--- config.mk ---
export PLATFORM = sky130hd
export DESIGN_NAME = multicycle_ctrl_flat
export DESIGN_NICKNAME = d
export VERILOG_FILES = /design/src/rtl/ctrl_pkg.sv /design/src/rtl/multicycle_ctrl_if.sv /design/src/rtl/alu_op_decode.sv /design/src/rtl/multicycle_ctrl.sv /design/src/flat_wrapper.sv
export SDC_FILE = /design/constraint.sdc
export NUM_CORES = 1
export LEC_CHECK = 0
export CAP_MARGIN = 10
export CORE_MARGIN = 4
export CORE_UTILIZATION = 43
export CTS_CLUSTER_SIZE = 40
export DETAILED_ROUTE_END_ITERATION = 7
export MAX_ROUTING_LAYER = met4
export PLACE_DENSITY = 0.92
export SYNTH_ARGS = -nofsm -noshare
export SYNTH_HDL_FRONTEND = slang
export SYNTH_SLANG_ARGS = --single-unit
--- constraint.sdc ---
create_clock -name clk -period 1.8 [get_ports clk]
set_input_delay 0.36 -clock clk [delete_from_list [all_inputs] [get_ports clk]]
set_output_delay 0.36 -clock clk [all_outputs]
set_load 0.05 [all_outputs]
--- src/rtl/ctrl_pkg.sv ---
// Shared constants and types for the multicycle RV32I controller.
// Covers opcodes, ALU operation encoding, FSM state encoding and datapath mux selects.
package ctrl_pkg;

  localparam logic [6:0] OPC_R      = 7'b0110011;
  localparam logic [6:0] OPC_IMM    = 7'b0010011;
  localparam logic [6:0] OPC_LOAD   = 7'b0000011;
  localparam logic [6:0] OPC_STORE  = 7'b0100011;
  localparam logic [6:0] OPC_BRANCH = 7'b1100011;
  localparam logic [6:0] OPC_JAL    = 7'b1101111;
  localparam logic [6:0] OPC_JALR   = 7'b1100111;
  localparam logic [6:0] OPC_LUI    = 7'b0110111;
  localparam logic [6:0] OPC_AUIPC  = 7'b0010111;

  typedef enum logic [3:0] {
    ALU_ADD  = 4'b0000,
    ALU_SUB  = 4'b0001,
    ALU_AND  = 4'b0010,
    ALU_OR   = 4'b0011,
    ALU_XOR  = 4'b0100,
    ALU_SLL  = 4'b0101,
    ALU_SRL  = 4'b0110,
    ALU_SRA  = 4'b0111,
    ALU_SLT  = 4'b1000,
    ALU_SLTU = 4'b1001
  } alu_op_e;

  typedef enum logic [2:0] {
    ST_FETCH  = 3'd0,
    ST_DECODE = 3'd1,
    ST_EXEC   = 3'd2,
    ST_MEM    = 3'd3,
    ST_WB     = 3'd4,
    ST_HALT   = 3'd5,
    ST_TRAP   = 3'd6
  } ctrl_state_e;

  localparam logic [1:0] PC_PLUS4     = 2'b00;
  localparam logic [1:0] PC_ALU       = 2'b01;
  localparam logic [1:0] PC_ALU_ALIGN = 2'b10;

  localparam logic [1:0] SRC_A_RS1  = 2'b00;
  localparam logic [1:0] SRC_A_PC   = 2'b01;
  localparam logic [1:0] SRC_A_ZERO = 2'b10;
  localparam logic [1:0] SRC_B_RS2  = 2'b00;
  localparam logic [1:0] SRC_B_IMM  = 2'b01;

  localparam logic [1:0] WB_ALU = 2'b00;
  localparam logic [1:0] WB_MEM = 2'b01;
  localparam logic [1:0] WB_PC4 = 2'b10;

  function automatic logic opc_legal(input logic [6:0] opc);
    return (opc == OPC_R)      || (opc == OPC_IMM)  || (opc == OPC_LOAD) ||
           (opc == OPC_STORE)  || (opc == OPC_BRANCH) || (opc == OPC_JAL) ||
           (opc == OPC_JALR)   || (opc == OPC_LUI)  || (opc == OPC_AUIPC);
  endfunction

endpackage

--- src/rtl/multicycle_ctrl_if.sv ---
// Shared instruction/data memory handshake between the controller and the memory port.
interface multicycle_ctrl_if;
  logic mem_req;
  logic mem_we;
  logic mem_addr_sel;
  logic mem_ready;

  modport master (output mem_req, output mem_we, output mem_addr_sel, input mem_ready);
  modport slave  (input mem_req, input mem_we, input mem_addr_sel, output mem_ready);
endinterface

--- src/rtl/alu_op_decode.sv ---
// Combinational opcode/funct3/funct7 -> ALU operation; the result is held across EXEC, MEM and WB.
module alu_op_decode
  import ctrl_pkg::*;
(
  input  logic [6:0] opcode,
  input  logic [2:0] funct3,
  input  logic [6:0] funct7,
  output alu_op_e    alu_op
);

  logic alt;
  logic is_r;

  always_comb begin
    alt    = (funct7 == 7'b0100000);
    is_r   = (opcode == OPC_R);
    alu_op = ALU_ADD;
    if (opcode == OPC_BRANCH) begin
      alu_op = ALU_SUB;
    end else if (is_r || (opcode == OPC_IMM)) begin
      case (funct3)
        3'b000:  alu_op = (is_r && alt) ? ALU_SUB : ALU_ADD;  // addi has no sub form
        3'b001:  alu_op = ALU_SLL;
        3'b010:  alu_op = ALU_SLT;
        3'b011:  alu_op = ALU_SLTU;
        3'b100:  alu_op = ALU_XOR;
        3'b101:  alu_op = alt ? ALU_SRA : ALU_SRL;
        3'b110:  alu_op = ALU_OR;
        default: alu_op = ALU_AND;
      endcase
    end
  end

endmodule

--- src/rtl/multicycle_ctrl.sv ---
// FSM controller sequencing a multicycle RV32I datapath over a shared memory port.
// Define MULTICYCLE_CTRL_PERF_EN to add cycle_cnt / instret_cnt performance counters.
module multicycle_ctrl
  import ctrl_pkg::*;
#(
  parameter int WAIT_LIMIT = 255
) (
  input  logic              clk,
  input  logic              rst,
  input  logic              halt_req,
  input  logic [6:0]        opcode,
  input  logic [2:0]        funct3,
  input  logic [6:0]        funct7,
  multicycle_ctrl_if.master bus,
  input  logic              alu_zero,
  input  logic              alu_lt,
  input  logic              alu_ltu,
  output logic              ir_we,
  output logic              pc_we,
  output logic [1:0]        pc_src,
  output logic [1:0]        alu_src_a,
  output logic [1:0]        alu_src_b,
  output logic [3:0]        alu_op,
  output logic              reg_we,
  output logic [1:0]        wb_sel,
  output logic              halted,
  output logic              illegal,
  output logic              bus_err,
  output logic [2:0]        state_dbg
`ifdef MULTICYCLE_CTRL_PERF_EN
  ,
  output logic [31:0]       cycle_cnt,
  output logic [31:0]       instret_cnt
`endif
);

  localparam int WAIT_W = (WAIT_LIMIT > 0) ? $clog2(WAIT_LIMIT + 1) : 1;

  ctrl_state_e state_reg, state_next;
  logic        illegal_reg, bus_err_reg;
  logic        set_illegal, set_bus_err;
  logic        timeout;
  logic        req_state;
  logic        mem_req_c, mem_we_c, mem_addr_sel_c;
  alu_op_e     dec_op;

  logic is_r, is_load, is_store, is_branch, is_jal, is_jalr, is_lui, is_auipc;
  logic br_taken, br_bad;
  logic [1:0] src_a, src_b;

  assign is_r      = (opcode == OPC_R);
  assign is_load   = (opcode == OPC_LOAD);
  assign is_store  = (opcode == OPC_STORE);
  assign is_branch = (opcode == OPC_BRANCH);
  assign is_jal    = (opcode == OPC_JAL);
  assign is_jalr   = (opcode == OPC_JALR);
  assign is_lui    = (opcode == OPC_LUI);
  assign is_auipc  = (opcode == OPC_AUIPC);

  assign src_a = is_lui ? SRC_A_ZERO : ((is_jal || is_auipc) ? SRC_A_PC : SRC_A_RS1);
  assign src_b = (is_r || is_branch) ? SRC_B_RS2 : SRC_B_IMM;

  alu_op_decode u_alu_op_decode (
    .opcode (opcode),
    .funct3 (funct3),
    .funct7 (funct7),
    .alu_op (dec_op)
  );

  always_comb begin
    br_taken = 1'b0;
    br_bad   = 1'b0;
    case (funct3)
      3'b000:  br_taken = alu_zero;
      3'b001:  br_taken = !alu_zero;
      3'b100:  br_taken = alu_lt;
      3'b101:  br_taken = !alu_lt;
      3'b110:  br_taken = alu_ltu;
      3'b111:  br_taken = !alu_ltu;
      default: br_bad   = 1'b1;
    endcase
  end

  assign req_state = (state_reg == ST_FETCH) || (state_reg == ST_MEM);

  // Trap on the edge where the wait count would reach WAIT_LIMIT, so a request
  // is held for at most WAIT_LIMIT cycles; a same-cycle mem_ready always wins.
  generate
    if (WAIT_LIMIT > 0) begin : g_timeout
      logic [WAIT_W-1:0] wait_reg, wait_next;

      assign timeout = req_state && !bus.mem_ready &&
                       (wait_reg == WAIT_W'(WAIT_LIMIT - 1));

      always_comb begin
        wait_next = '0;
        if (req_state && !bus.mem_ready && !timeout) begin
          wait_next = wait_reg + WAIT_W'(1);
        end
      end

      always_ff @(posedge clk or posedge rst) begin
        if (rst) begin
          wait_reg <= '0;
        end else begin
          wait_reg <= wait_next;
        end
      end
    end else begin : g_no_timeout
      assign timeout = 1'b0;
    end
  endgenerate

  always_ff @(posedge clk or posedge rst) begin
    if (rst) begin
      state_reg   <= ST_FETCH;
      illegal_reg <= 1'b0;
      bus_err_reg <= 1'b0;
    end else begin
      state_reg <= state_next;
      if (set_illegal) illegal_reg <= 1'b1;
      if (set_bus_err) bus_err_reg <= 1'b1;
    end
  end

  always_comb begin
    state_next  = state_reg;
    set_illegal = 1'b0;
    set_bus_err = 1'b0;
    case (state_reg)
      ST_FETCH: begin
        if (bus.mem_ready) begin
          state_next = ST_DECODE;
        end else if (timeout) begin
          state_next  = ST_TRAP;
          set_bus_err = 1'b1;
        end
      end
      ST_DECODE: begin
        if (!opc_legal(opcode)) begin
          state_next  = ST_TRAP;
          set_illegal = 1'b1;
        end else begin
          state_next = ST_EXEC;
        end
      end
      ST_EXEC: begin
        if (is_load || is_store) begin
          state_next = ST_MEM;
        end else if (is_branch && br_bad) begin
          state_next  = ST_TRAP;
          set_illegal = 1'b1;
        end else if (is_branch || is_jal || is_jalr) begin
          state_next = ST_FETCH;
        end else begin
          state_next = ST_WB;
        end
      end
      ST_MEM: begin
        if (bus.mem_ready) begin
          state_next = is_store ? ST_FETCH : ST_WB;
        end else if (timeout) begin
          state_next  = ST_TRAP;
          set_bus_err = 1'b1;
        end
      end
      ST_WB:   state_next = ST_FETCH;
      ST_HALT: if (!halt_req) state_next = ST_FETCH;
      ST_TRAP: state_next = ST_TRAP;
      default: state_next = ST_FETCH;
    endcase
    // Instruction boundary: a halt request diverts the FETCH entry into HALT.
    if ((state_next == ST_FETCH) && (state_reg != ST_FETCH) && halt_req) begin
      state_next = ST_HALT;
    end
  end

  always_comb begin
    mem_req_c      = 1'b0;
    mem_we_c       = 1'b0;
    mem_addr_sel_c = 1'b0;
    ir_we          = 1'b0;
    pc_we          = 1'b0;
    pc_src         = PC_PLUS4;
    alu_src_a      = SRC_A_RS1;
    alu_src_b      = SRC_B_RS2;
    alu_op         = ALU_ADD;
    reg_we         = 1'b0;
    wb_sel         = WB_ALU;
    halted         = 1'b0;
    if (!rst) begin
      case (state_reg)
        ST_FETCH: begin
          mem_req_c = 1'b1;
          ir_we     = bus.mem_ready;
        end
        ST_EXEC: begin
          alu_src_a = src_a;
          alu_src_b = src_b;
          alu_op    = dec_op;
          if (is_branch && !br_bad) begin
            pc_we  = 1'b1;
            pc_src = br_taken ? PC_ALU : PC_PLUS4;
          end
          // Link write and jump share one edge; the ALU already holds the old rs1.
          if (is_jal || is_jalr) begin
            reg_we = 1'b1;
            wb_sel = WB_PC4;
            pc_we  = 1'b1;
            pc_src = is_jalr ? PC_ALU_ALIGN : PC_ALU;
          end
        end
        ST_MEM: begin
          alu_src_a      = src_a;
          alu_src_b      = src_b;
          alu_op         = dec_op;
          mem_req_c      = 1'b1;
          mem_addr_sel_c = 1'b1;
          mem_we_c       = is_store;
          if (bus.mem_ready && is_store) pc_we = 1'b1;
        end
        ST_WB: begin
          alu_src_a = src_a;
          alu_src_b = src_b;
          alu_op    = dec_op;
          reg_we    = 1'b1;
          wb_sel    = is_load ? WB_MEM : WB_ALU;
          pc_we     = 1'b1;
        end
        ST_HALT: halted = 1'b1;
        ST_TRAP: halted = 1'b1;
        default: ;
      endcase
    end
  end

  assign bus.mem_req      = mem_req_c;
  assign bus.mem_we       = mem_we_c;
  assign bus.mem_addr_sel = mem_addr_sel_c;
  assign illegal          = illegal_reg;
  assign bus_err          = bus_err_reg;
  assign state_dbg        = state_reg;

`ifdef MULTICYCLE_CTRL_PERF_EN
  always_ff @(posedge clk or posedge rst) begin
    if (rst) begin
      cycle_cnt   <= 32'd0;
      instret_cnt <= 32'd0;
    end else begin
      if ((state_reg != ST_HALT) && (state_reg != ST_TRAP)) cycle_cnt <= cycle_cnt + 32'd1;
      if (pc_we) instret_cnt <= instret_cnt + 32'd1;
    end
  end
`endif

endmodule

--- src/flat_wrapper.sv ---
// flat-port wrapper written by rule: the top's interface ports become plain ports
module multicycle_ctrl_flat import ctrl_pkg::*;
#(
  parameter int WAIT_LIMIT = 255
)
  (clk, rst, halt_req, opcode, funct3, funct7, alu_zero, alu_lt, alu_ltu, ir_we, pc_we, pc_src, alu_src_a, alu_src_b, alu_op, reg_we, wb_sel, halted, illegal, bus_err, state_dbg, bus_mem_req, bus_mem_we, bus_mem_addr_sel, bus_mem_ready);
  multicycle_ctrl_if bus_i ();
  input  logic clk;
  input  logic rst;
  input  logic halt_req;
  input  logic [6:0] opcode;
  input  logic [2:0] funct3;
  input  logic [6:0] funct7;
  input  logic alu_zero;
  input  logic alu_lt;
  input  logic alu_ltu;
  output logic ir_we;
  output logic pc_we;
  output logic [1:0] pc_src;
  output logic [1:0] alu_src_a;
  output logic [1:0] alu_src_b;
  output logic [3:0] alu_op;
  output logic reg_we;
  output logic [1:0] wb_sel;
  output logic halted;
  output logic illegal;
  output logic bus_err;
  output logic [2:0] state_dbg;
  output wire logic [$bits(bus_i.mem_req)-1:0] bus_mem_req;
  output wire logic [$bits(bus_i.mem_we)-1:0] bus_mem_we;
  output wire logic [$bits(bus_i.mem_addr_sel)-1:0] bus_mem_addr_sel;
  input wire logic [$bits(bus_i.mem_ready)-1:0] bus_mem_ready;
  assign bus_mem_req = bus_i.mem_req;
  assign bus_mem_we = bus_i.mem_we;
  assign bus_mem_addr_sel = bus_i.mem_addr_sel;
  assign bus_i.mem_ready = bus_mem_ready;
  multicycle_ctrl #(.WAIT_LIMIT(WAIT_LIMIT)) u_core (.clk(clk), .rst(rst), .halt_req(halt_req), .opcode(opcode), .funct3(funct3), .funct7(funct7), .bus(bus_i), .alu_zero(alu_zero), .alu_lt(alu_lt), .alu_ltu(alu_ltu), .ir_we(ir_we), .pc_we(pc_we), .pc_src(pc_src), .alu_src_a(alu_src_a), .alu_src_b(alu_src_b), .alu_op(alu_op), .reg_we(reg_we), .wb_sel(wb_sel), .halted(halted), .illegal(illegal), .bus_err(bus_err), .state_dbg(state_dbg));
endmodule
==> results of run 1 <==
[synth_stat cells, types with 2 or more instances]
cell                        n
sky130_fd_sc_hd__nor2_1    24
sky130_fd_sc_hd__dfrtp_1   13
sky130_fd_sc_hd__nor4_1    10
sky130_fd_sc_hd__nand2_1    9
sky130_fd_sc_hd__a21oi_1    8
sky130_fd_sc_hd__nand3_1    8
sky130_fd_sc_hd__xor2_1     7
sky130_fd_sc_hd__nor2b_1    6
sky130_fd_sc_hd__inv_1      5
sky130_fd_sc_hd__nand2b_1   5
sky130_fd_sc_hd__nor3_1     5
sky130_fd_sc_hd__o21ai_0    5
sky130_fd_sc_hd__or2_2      4
sky130_fd_sc_hd__or3_1      4
sky130_fd_sc_hd__a311oi_1   3
sky130_fd_sc_hd__buf_2      3
sky130_fd_sc_hd__clkbuf_1   3
sky130_fd_sc_hd__a211oi_1   2
sky130_fd_sc_hd__a21o_1     2
sky130_fd_sc_hd__buf_4      2
sky130_fd_sc_hd__ha_1       2
sky130_fd_sc_hd__nand4_1    2
sky130_fd_sc_hd__nor4b_1    2
sky130_fd_sc_hd__o31ai_1    2
sky130_fd_sc_hd__xnor2_1    2
[metrics by stage]
step	setup TNS [ns]	worst slack, ns	util	cells	cell area, sq um
floorplan	-3.98	-0.518	-	156	1450
global placement	-8.28	-0.566	0.937	270	2410
detailed placement	-10.36	-0.712	0.937	270	2410
[kinds of logic after synthesis]
family / share of synthesized area
and+or+nand+nor: 0.428
AOI/OAI and AO/OA: 0.148
buffers and inverters: 0.0533
DFF: 0.272
xor gates and xnor gates: 0.0658
adders and majority gates: 0.0209
other: 0.00313
muxes: 0.00836
==> impl_summary.log, run 1 <==
INFO  metric status = aborted with a tool error
INFO  metric halt_stage = 4_1_cts
INFO  metric firstError = [ERROR DPL-0038] Utilization greater than 100%, impossible to legalize
INFO  metric clockBufferDepth = 2
INFO  metric synth_enable_flop_cells = 0
INFO  metric synth_seq_cells = 13
INFO  metric postCtsSetupRepairBufs = 17
INFO  metric cts_htree_levels = 1
INFO  metric synth_area_leaders = sky130_fd_sc_hd__dfrtp_1 27%, sky130_fd_sc_hd__nor2_1 7.5%, sky130_fd_sc_hd__nor4_1 5.2%, sky130_fd_sc_hd__xor2_1 5.1%, sky130_fd_sc_hd__a21oi_1 3.3%
INFO  metric tritoncts.num_buffers = 3
INFO  metric portBuffers = between 40 and 50
INFO  metric cts_root_buffer = sky130_fd_sc_hd__clkbuf_4
INFO  metric synth.net_count = approximately 180
INFO  metric hpwl = ~4700 um
INFO  metric yosys.cell_types.count = 43
INFO  metric gp_congestion = 0.950
INFO  metric syn_inst = about 160
INFO  metric synth.yosys.seq_area_share = 0.272
INFO  metric yosysTopAreaCellShare = 0.272
INFO  metric number_of_warnings_printed_during_yosys_synthesis = 0
INFO  metric dominantRegCellSynth = sky130_fd_sc_hd__dfrtp_1
INFO  metric die_h = just over 60 um
INFO  metric die-width = 60.8 um
INFO  metric synthArstFlopShare = 1.00
INFO  metric synth.avg_cell_area = between 7 and 8 sq um
INFO  metric rows = 18
INFO  metric holdBufCountCts = 0
INFO  metric io-pin-count = 48
INFO  metric cts_repair_resize_count = 97
INFO  metric numClockSinks = 13
INFO  metric netlist_area = approximately 0.0012 sq mm
INFO  metric effective_utilization_at_floorplan = 0.466
INFO  metric yosys.area.top_type = sky130_fd_sc_hd__dfrtp_1
==> inputs of run 2 (changes only) <==
CORE_UTILIZATION = 30   (was 43)
CTS_CLUSTER_SIZE = not set   (was 40)
MAX_ROUTING_LAYER = not set   (was met4)
PLACE_DENSITY = not set   (was 0.92)
PLACE_DENSITY_LB_ADDON = 0.15   (was not set)
==> impl_summary.log, run 2 <==
INFO  metric fin_crit_sh = 1.23
INFO  metric data_required_time_at_the_worst_endpoint = roughly 1.4 ns
INFO  metric clock_network_latency_to_the_later_pin_of_the_worst_skew_pair = around 0.24 ns
INFO  metric worst_path_max_fanout = 3
INFO  metric largest_family_of_logic_cells_by_synthesized_area = simple AND/OR/NAND/NOR gates
INFO  metric num_antenna_cells = 0
INFO  metric crit_path_top_delay_cell = sky130_fd_sc_hd__dfrtp_4
INFO  metric antenna_violations_before_repair = 0
INFO  metric holdBufCountCts = 0
INFO  metric synth_adder_area_share = 0.0209
INFO  metric maxCapViolations = 0
INFO  metric grt_first_pass_wirelength = 7900 um
INFO  metric vdd.ir_drop.worst = around 0.63 mV
INFO  metric route.final.wire_length = 4740 um
INFO  metric tritoncts.num_buffers = 3
INFO  metric worstSetupEndpointType = primary output
INFO  metric finalHoldViolations = 0
INFO  metric power_density = about 970 mW/mm^2
INFO  metric grt_util_all_layers = 0.193
INFO  metric synth.avg_cell_area = between 7 and 8 sq um
INFO  metric clockBufferDepth = 2
INFO  metric via_count = around 1600
INFO  metric remaining_drc_errors = 0
INFO  metric largest_net_degree_at_the_start_of_global_routing = 16
INFO  metric power.clock.fraction = 0.097
INFO  metric switching_power = between 1 and 1.5 mW
INFO  metric setup-violations-final = 18
INFO  metric number_of_warnings_printed_during_yosys_synthesis = 0
INFO  metric io-pin-count = 48
INFO  metric via_count_of_the_first_global_routing_pass = roughly 1700
INFO  metric synth_compound_gate_area_share = 0.148
INFO  metric grt-busiest-layer = met2
INFO  metric fraction_of_synthesized_cell_area_in_xor_and_xnor_cells = 0.0658
INFO  metric switching_power_as_a_share_of_total_power = 0.440
INFO  metric critical_register_to_register_path_endpoint = u_core.state_dbg[0]
INFO  metric cp_data_arrival_time = 1.85 ns
INFO  metric timing_worst_setup_path_type = reg -> out
INFO  metric netlist_area = approximately 0.0012 sq mm
INFO  metric portBuffers = 46
INFO  metric critical-path-max-stage-delay = roughly 0.5 ns
INFO  metric synthArstFlopShare = 1.00
INFO  metric whs = around 0.48 ns
INFO  metric timing.hold.worst.class = reg -> reg
INFO  metric effective_utilization_at_floorplan = 0.318
INFO  metric largest_reg_flops = 8
INFO  metric ant_nets = 0
INFO  metric gp_congestion = a little under 0.9
INFO  metric internal_power = approximately 1.5 mW
INFO  metric synthMuxAreaShare = 0.00836
INFO  metric global_routing_usage_on_met1 = 0.243
INFO  metric pre_cts_ws = -0.651 ns
INFO  metric starting_drt_drc_count = 39
INFO  metric numClockSinks = 13
INFO  metric synth_seq_cells = 13
INFO  metric layout.cells.most_common_list = 56 x sky130_fd_sc_hd__buf_4, 20 x sky130_fd_sc_hd__buf_12, 16 x sky130_fd_sc_hd__nor2_1
INFO  metric final-instance-count-excl-fill = 310
INFO  metric stdcell_area = 0.00278 sq mm
INFO  metric design.die.area = 0.00507 sq mm
INFO  metric power.share.sequential = 0.153
INFO  metric routed_via_density = between 5 and 6
INFO  metric hold_path_depth = 1
INFO  metric die_h = about 71 um
INFO  metric dpl.cell_count = a little under 300
INFO  metric final_common_cell = sky130_fd_sc_hd__buf_4
INFO  metric startpoint_type = flip-flop
INFO  metric timing.reg2reg.setup_slack = 0.10 ns
INFO  metric hpwl = roughly 3600 um
INFO  metric worst_r2r_startpoint = u_core.state_dbg[0]
INFO  metric synth-simple-area-share = 0.428
INFO  metric synth_cell_count_leaders = 24 x sky130_fd_sc_hd__nor2_1, 13 x sky130_fd_sc_hd__dfrtp_1, 10 x sky130_fd_sc_hd__nor4_1
INFO  metric groute.layer.met3.usage = 0.0469
INFO  metric cts_root_buffer = sky130_fd_sc_hd__clkbuf_8
INFO  metric worst_clock_skew = 0.00170 ns
INFO  metric timing.reg2reg.worst_path_depth = 8
INFO  metric synth.yosys.seq_area_share = 0.272
INFO  metric rows = 22
INFO  metric yosysTopAreaCellShare = 0.272
INFO  metric synth_area_leaders = sky130_fd_sc_hd__dfrtp_1 27%, sky130_fd_sc_hd__nor2_1 7.5%, sky130_fd_sc_hd__nor4_1 5.2%, sky130_fd_sc_hd__xor2_1 5.1%, sky130_fd_sc_hd__a21oi_1 3.3%
INFO  metric cts.reportedPaths.clkPinSlew = around 0.050 ns
INFO  metric cts_htree_levels = 1
INFO  metric synth.net_count = around 180
INFO  metric yosys.area.top_type = sky130_fd_sc_hd__dfrtp_1
INFO  metric cts_tree = done
INFO  metric layout_setup_ws = -0.408 ns
INFO  metric globalRouteMet2Util = 0.343
INFO  metric crit_path_cell_trace = nor2b_4, buf_4, nand2_1, or3_4, a21oi_4, buf_12
INFO  metric post-synth-top-count-cell = sky130_fd_sc_hd__nor2_1
INFO  metric avgRoutedWirePerCell = 15.3 um
INFO  metric min_delay_worst_endpoint = u_core.bus_err
INFO  metric design.core.area = around 0.0038 sq mm
INFO  metric max_freq = about 450 MHz
INFO  metric die-width = approximately 71 um
INFO  metric dominantRegCellSynth = sky130_fd_sc_hd__dfrtp_1
INFO  metric syn_inst = 156
INFO  metric flow.area_growth_from_synthesis = 132%
INFO  metric final.min_clock_period = approximately 2.2 ns
INFO  metric post_dp_cell_area = 0.00244 sq mm
INFO  metric violations = negative setup slack
INFO  metric status = complete, but fails checks
INFO  metric drive_gt1_frac = 0.611
INFO  metric yosys.cell_types.count = 43
INFO  metric hp-start = u_core.bus_err
INFO  metric combPwrFrac = 0.750
INFO  metric grt_overflow = 0
INFO  metric power.static_leakage = approximately 1.2 nW
INFO  metric timing.final.max_slew_violations = 0
INFO  metric nNetsFinal = 289
INFO  metric dr.pass1.iters = 6
INFO  metric synth_enable_flop_cells = 0
INFO  metric rsz0062_at_grt = true
run 2: cell counts after synthesis:
No cell type changed its count.
run 2: critical path, delay by kind of cell (launching register included):
kind	cells	cell delay (ns)
compound gates	1	0.17
simple gates	3	0.63
buf+inv	2	0.30
flops	1	0.50
run 2: area by class of cell:
| cell class | count | area (sq um) |
|---|---|---|
| multi-input combinational | 129 | 1170 |
| timing repair buffer | 110 | 1150 |
| fill | 263 | 993 |
| sequential | 13 | 332 |
| tap | 48 | 60.1 |
| clock buffer | 4 | 45.0 |
| inverter | 6 | 25.0 |
run 2: how the worst max path moves through the flow:
stage                              from           end  cells after the start
floorplan           u_core.state_dbg[1]  alu_src_a[1]                      5
detailed placement            opcode[4]     pc_src[0]                      7
global route        u_core.state_dbg[0]     alu_op[2]                      6
CTS                 u_core.state_dbg[2]     alu_op[3]                      6
global placement              opcode[3]     alu_op[2]                      5
finish              u_core.state_dbg[2]         pc_we                      6
run 2: what timing repair did:
item,in CTS,in global routing
endpoints found under the setup margin,22,26
resized for setup,88,18
pin swaps,30,11
setup buffers,12,6
run 2: cell families (layout without fill, tap and decap cells):
logic type               count (synthesis)  after routing
buffers and inverters                   14            120
other                                    1              1
multiplexers                             1              1
adder cells (fa/ha/maj)                  2              2
AO/OA/AOI/OAI                           27             27
AND/OR/NAND/NOR                         89             89
flip-flops                              13             13
XOR/XNOR                                 9              9
run 2: metrics by stage:
stage | setup TNS [ns] | util | power [mW]
3_3_place_gp | -9.04 | 0.648 | 2.05
3_5_place_dp | -9.42 | 0.648 | 2.07
2_1_floorplan | -3.98 | - | 1.37
5_1_grt | -5.58 | 0.737 | 2.85
6_report | -4.54 | 0.737 | 2.69
4_1_cts | -4.82 | 0.705 | 2.50
run 2: power groups by stage:
stage               Combinational [mW]  Clock (mW)  Sequential [mW]
floorplan                        0.839           0            0.534
global placement                  1.64           0            0.410
detailed placement                1.66           0            0.413
CTS                               1.82       0.266            0.413
global route                      2.14       0.288            0.422
finish                            2.02       0.259            0.412
run 2: layer usage:
| layer | up-vias | wire, um | share of wire |
|---|---|---|---|
| li1 | 781 | - | - |
| met1 | 747 | 2010 | 0.42 |
| met2 | 53 | 2420 | 0.51 |
| met3 | 6 | 261 | 0.055 |
| met4 | 0 | 54 | 0.011 |
| met5 | - | 0 | 0 |
(Power assumes the default switching activity.)
==> inputs of run 3 (changes only) <==
PLACE_DENSITY = 0.67   (was not set)
PLACE_DENSITY_LB_ADDON = not set   (was 0.15)
==> impl_summary.log, run 3 (same netlist as run 2, synthesis figures left out) <==
INFO  metric dpl.cell_count = 285
INFO  metric max_freq = approximately 460 MHz
INFO  metric worst_path_max_fanout = 3
INFO  metric largest_reg_flops = 8
INFO  metric via_count = between 1500 and 2000
INFO  metric nNetsFinal = just under 300
INFO  metric startpoint_type = flip-flop
INFO  metric flow.area_growth_from_synthesis = 136%
INFO  metric grt_first_pass_wirelength = roughly 8300 um
INFO  metric layout.cells.most_common_list = 57 x sky130_fd_sc_hd__buf_4, 18 x sky130_fd_sc_hd__buf_12, 16 x sky130_fd_sc_hd__nor2_1, 16 x sky130_fd_sc_hd__buf_6
INFO  metric design.die.area = 0.00507 sq mm
INFO  metric cts_root_buffer = sky130_fd_sc_hd__clkbuf_8
INFO  metric crit_path_top_delay_cell = sky130_fd_sc_hd__dfrtp_4
INFO  metric fin_crit_sh = 1.22
INFO  metric routed_via_density = between 5 and 6
INFO  metric layout_setup_ws = -0.387 ns
INFO  metric cp_data_arrival_time = approximately 1.8 ns
INFO  metric pre_cts_ws = -0.671 ns
INFO  metric effective_utilization_at_floorplan = 0.318
INFO  metric rows = 22
INFO  metric holdBufCountCts = 0
INFO  metric num_antenna_cells = 0
INFO  metric final.min_clock_period = about 2.2 ns
INFO  metric vdd.ir_drop.worst = 0.592 mV
INFO  metric maxCapViolations = 0
INFO  metric clockBufferDepth = 2
INFO  metric cts_htree_levels = 1
INFO  metric clock_network_latency_to_the_later_pin_of_the_worst_skew_pair = between 0.2 and 0.25 ns
INFO  metric power.static_leakage = roughly 1.2 nW
INFO  metric setup-violations-final = 18
INFO  metric power_density = ~930 mW/mm^2
INFO  metric numClockSinks = 13
INFO  metric gp_congestion = between 0.8 and 0.9
INFO  metric crit_path_cell_trace = nor2b_4, nor2_2, or4_4, nor3_4, buf_12
INFO  metric timing.hold.worst.class = reg -> reg
INFO  metric num-fill-cells = about 230
INFO  metric status = complete, but fails checks
INFO  metric timing_worst_setup_path_type = reg -> out
INFO  metric die_h = ~71 um
INFO  metric critical-path-max-stage-delay = 0.51 ns
INFO  metric largest_net_degree_at_the_start_of_global_routing = 15
INFO  metric cts_tree = done
INFO  metric rsz0062_at_grt = true
INFO  metric power.clock.fraction = 0.102
INFO  metric power.share.sequential = 0.158
INFO  metric internal_power = between 1 and 1.5 mW
INFO  metric ant_nets = 0
INFO  metric combPwrFrac = 0.740
INFO  metric remaining_drc_errors = 0
INFO  metric switching_power_as_a_share_of_total_power = 0.460
INFO  metric switching_power = ~1.2 mW
INFO  metric portBuffers = 46
INFO  metric via_count_of_the_first_global_routing_pass = roughly 1700
INFO  metric design.core.area = 0.00377 sq mm
INFO  metric route.final.wire_length = 5630 um
INFO  metric violations = negative setup slack
INFO  metric grt_overflow = 0
INFO  metric drive_gt1_frac = 0.639
INFO  metric antenna_violations_before_repair = 0
INFO  metric tritoncts.num_buffers = 3
INFO  metric io-pin-count = 48
INFO  metric data_required_time_at_the_worst_endpoint = 1.44 ns
INFO  metric worst_clock_skew = ~0.00055 ns
INFO  metric avgRoutedWirePerCell = around 18 um
INFO  metric grt_util_all_layers = 0.206
INFO  metric final-instance-count-excl-fill = around 310
INFO  metric finalHoldViolations = 0
INFO  metric whs = 0.472 ns
INFO  metric power = around 2.6 mW
INFO  metric worstSetupEndpointType = primary output
INFO  metric timing.final.max_slew_violations = 0
INFO  metric starting_drt_drc_count = 73
INFO  metric dr.pass1.iters = 4
INFO  metric die-width = ~71 um
INFO  metric final_common_cell = sky130_fd_sc_hd__buf_4
INFO  metric cts.reportedPaths.clkPinSlew = 0.06 ns
INFO  metric hpwl = 3680 um
[run 3: changes by cell type in the layout (fill, tap and decap cells not counted), sizes merged]
cell	change
clkdlybuf4s15	-2
buf	+3
dlygate4sd2	-1
dlymetal6s2s	+1
[run 3: critical path, delay by kind of cell, from the launching register on]
kind	cells	cell delay, ns
and+or+nand+nor	4	0.92
buffers and inverters	1	0.16
DFF	1	0.51
[run 3: layout make-up]
class / count / area, sq um / share of cell area
timing repair buffer: 111 / 1140 / 0.403
sequential: 13 / 332 / 0.118
clock buffer: 4 / 45.0 / 0.0160
inverter: 6 / 25.0 / 0.00887
tap: 48 / 60.1 / 0.0213
multi-input combinational: 129 / 1220 / 0.433
[run 3: worst paths after layout]
| kind | start | to | slack, ns | cells after the start |
|---|---|---|---|---|
| worst max-delay path | u_core.state_dbg[2] | alu_op[2] | -0.39 | 5 |
| worst min-delay path | u_core.bus_err | u_core.bus_err | 0.47 | 1 |
| worst max register to register | u_core.state_dbg[1] | u_core.state_dbg[2] | 0.15 | 7 |
| worst min register to register | u_core.bus_err | u_core.bus_err | 0.47 | 1 |
| max in group asynchronous | rst | u_core.state_dbg[2] | 1.00 | 4 |
| min in group asynchronous | rst | u_core.g_timeout.wait_reg[5] | 0.61 | 4 |
[run 3: what timing repair did]
item | CTS | global route
buffers inserted | 18 | 7
gates cloned | 0 | 0
endpoints found under the setup margin | 22 | 25
gates resized for setup | 109 | 16
pin swaps | 29 | 15
[run 3: stage by stage]
step / cell area [sq um] / util / TNS (ns)
2_1_floorplan: 1450 / - / -3.98
3_3_place_gp: 2410 / 0.638 / -9.25
3_5_place_dp: 2410 / 0.638 / -9.67
4_1_cts: 2740 / 0.726 / -3.99
5_1_grt: 2820 / 0.748 / -5.38
6_report: 2820 / 0.748 / -4.19
[run 3: layer usage]
metal / part of all wire / global-route usage / up-vias
li1: - / - / 778
met3: 0.039 / 0.0298 / 14
met5: 0 / 0 / -
met1: 0.40 / 0.246 / 815
met2: 0.53 / 0.374 / 53
met4: 0.026 / 0.0626 / 0
[run 3: power groups by stage]
stage | Sequential (mW) | Clock [mW] | Combinational, mW
after floorplan | 0.534 | 0 | 0.839
after global placement | 0.414 | 0 | 1.63
after detailed placement | 0.417 | 0 | 1.66
after CTS | 0.413 | 0.271 | 1.83
after global routing | 0.425 | 0.292 | 2.06
final | 0.415 | 0.268 | 1.94
==> edit, RTL diff (flow settings as in run 3) <==
`WAIT_LIMIT` is set to 255 in 2 places; all go to 510.
--- a/src/rtl/multicycle_ctrl.sv
+++ b/src/rtl/multicycle_ctrl.sv
@@ -4,5 +4,5 @@
   import ctrl_pkg::*;
 #(
-  parameter int WAIT_LIMIT = 255
+  parameter int WAIT_LIMIT = 510
 ) (
   input  logic              clk,
--- a/src/flat_wrapper.sv
+++ b/src/flat_wrapper.sv
@@ -2,5 +2,5 @@
 module multicycle_ctrl_flat import ctrl_pkg::*;
 #(
-  parameter int WAIT_LIMIT = 255
+  parameter int WAIT_LIMIT = 510
 )
   (clk, rst, halt_req, opcode, funct3, funct7, alu_zero, alu_lt, alu_ltu, ir_we, pc_we, pc_src, alu_src_a, alu_src_b, alu_op, reg_we, wb_sel, halted, illegal, bus_err, state_dbg, bus_mem_req, bus_mem_we, bus_mem_addr_sel, bus_mem_ready);
Behaviour: same outputs for any inputs over 10 cycles, from zero or initial values and one cycle with rst high; that may be too few to reach the edited logic, so the function may still have changed.
==> edit against run 3 <==
Setup slack gained 0.10 ns. Routed wire length shrank 4.2%. The flow still finishes with violations (negative setup slack). Power grew 17%. Synthesized area grew 17%. Maximum frequency grew 4.8%. Combinational power grew 20%. Sequential share of layout area shrank 0.18 points. Non-clock buffer count grew 6. Largest power group unchanged. Sequential cell count grew 1. Final area grew 8.4%.
==> edit: results (changes against run 3) <==
total CTS buffers=3 (unchanged); n_diodes=0 (unchanged); failing checks=negative setup slack; First-pass DRT Iterations=4 (unchanged); Final #Nets=299 (+3.1%); WL/cell=16.6 um (-8.0%); Final Skew=0.00976 ns (+0.00921 ns); critical path's largest stage delay=0.44 ns (-0.07 ns); post-DP HPWL=3640 um (-1.1%); final setup margin=-0.286 ns (+0.101 ns); Total Routing Usage GR=0.177 (-0.0286); Synthesized Nets=185 (+1.6%); TNS Setup=-3.22 ns (+0.969 ns); Vias/cell=5.24 (-1.8%); leak pwr=1.30 nW (+9.5%); initial antenna violation count=0 (unchanged); Clock Latency Late Sink=0.25 ns; buffers added on ports=46 (unchanged); max reg flops=9 (+1); routability cong.=0.848 (-3.3%); top cells by area in the synthesized netlist=dfrtp_1 25%, xor2_1 6.3%, nor2_2 4.0%; maximum vdd ir drop=755 uV (+28%); Main synth FF type=dfrtp_1; first-pass GRT wire length=8530 um (+2.3%); hold buffers post-CTS=0 (unchanged); worst slack, placed=-0.505 ns (+0.167 ns); register area share after synthesis=0.251 (-0.0206); Syn. warnings=0 (unchanged); Async S/R FF share, synth=1.00 (unchanged); crit path DAT=1.73 ns (-0.10 ns); Reg clk slew, reported paths=0.07 ns; H-tree lvl count=1 (unchanged); drt initial violations=99 (+36%); outcome=finished, violations left; Critical Path Fanout Max=4 (+1); final setup fails=19 (+1); worst min-delay path class=in -> async; Synth top cells by count=14 x dfrtp_1, 14 x nor2_1, 10 x nand3_1, 10 x xor2_1, 9 x nor2_2; vias in the first global route=1705 (+1.9%); largest net degree at the start of global routing=15 (unchanged); clk root buf=clkbuf_8; Crit-path slowest cell=dfrtp_2; CTS Buffer Depth=2 (unchanged); layout cell share with drive strength beyond 1=0.688 (+0.0487); number of distinct library cells after synthesis=58 (+35%)
==> edit: cell count changes after synthesis, moves of 4 or more <==
cell	run 3	this run
buf_6	0	4
nor2_1	24	14
nor2_2	0	9
nor4_1	10	2
or2_2	4	0
==> edit: metrics by stage <==
stage | cells | util | instance area (um2)
after floorplan | 159 | - | 1550
after global placement | 299 | 0.584 | 2580
after detailed placement | 299 | 0.584 | 2580
after CTS | 316 | 0.663 | 2930
after global routing | 324 | 0.693 | 3060
final | 324 | 0.693 | 3060
==> edit: final cells by class <==
type                            count  area [um2]
Clock buffer                        4        55.1
Fill cell                         302        1360
Inverter                            5        25.0
Multi-Input combinational cell    132        1300
Tap cell                           52        65.1
Timing Repair Buffer              117        1260
Sequential cell                    14         354
==> edit: logic make-up after synthesis <==
kind of cell,count (synthesis),share of synthesized area
other,1,0.00269
buffers and inverters,14,0.0646
DFF,14,0.251
xor gates and xnor gates,11,0.0691
AOI/OAI and AO/OA,25,0.158
and+or+nand+nor,89,0.414
muxes,3,0.0224
adders and majority gates,2,0.0179
==> edit: what timing repair did <==
item	in CTS	in global routing
gates resized for setup	93	28
gates cloned	1	1
setup endpoints to repair	21	23
pin swaps	30	22
setup buffers	12	9
==> edit: metal layers <==
| metal | global-route usage | vias up | wire [um] | part of all wire |
|---|---|---|---|---|
| met2 | 0.295 | 55 | 2680 | 0.50 |
| met3 | 0.0272 | 7 | 242 | 0.045 |
| met1 | 0.234 | 821 | 2400 | 0.45 |
| li1 | - | 815 | - | - |
| met4 | 0.0542 | 0 | 68 | 0.013 |
| met5 | 0 | - | 0 | 0 |
==> edit: report_power, final <==
part | leakage [nW] | internal [mW] | total [mW] | switching (mW)
clock | 0.0288 | 0.194 | 0.313 | 0.119
combinational | 1.09 | 1.17 | 2.33 | 1.16
sequential | 0.182 | 0.368 | 0.428 | 0.0595
==> edit: path summary, 6_finish.rpt <==
| kind | start | end | slack, ns | cells past startpoint |
|---|---|---|---|---|
| max in group asynchronous | rst | u_core.state_dbg[0] | 1.17 | 4 |
| min in group clk | u_core.bus_err | u_core.bus_err | 0.49 | 1 |
| setup reg to reg | u_core.state_dbg[2] | u_core.state_dbg[0] | 0 | 8 |
| setup / recovery | u_core.state_dbg[2] | alu_op[2] | -0.29 | 5 |
| hold / removal | rst | u_core.state_dbg[1] | 0.45 | 4 |
| hold reg to reg | u_core.bus_err | u_core.bus_err | 0.49 | 1 |
==> edit: worst max-delay path, delay by kind of cell (launching register included) <==
kind | cells | cell delay (ns)
AOI/OAI and AO/OA | 1 | 0.07
DFF | 1 | 0.44
and+or+nand+nor | 3 | 0.81
buffers and inverters | 1 | 0.16
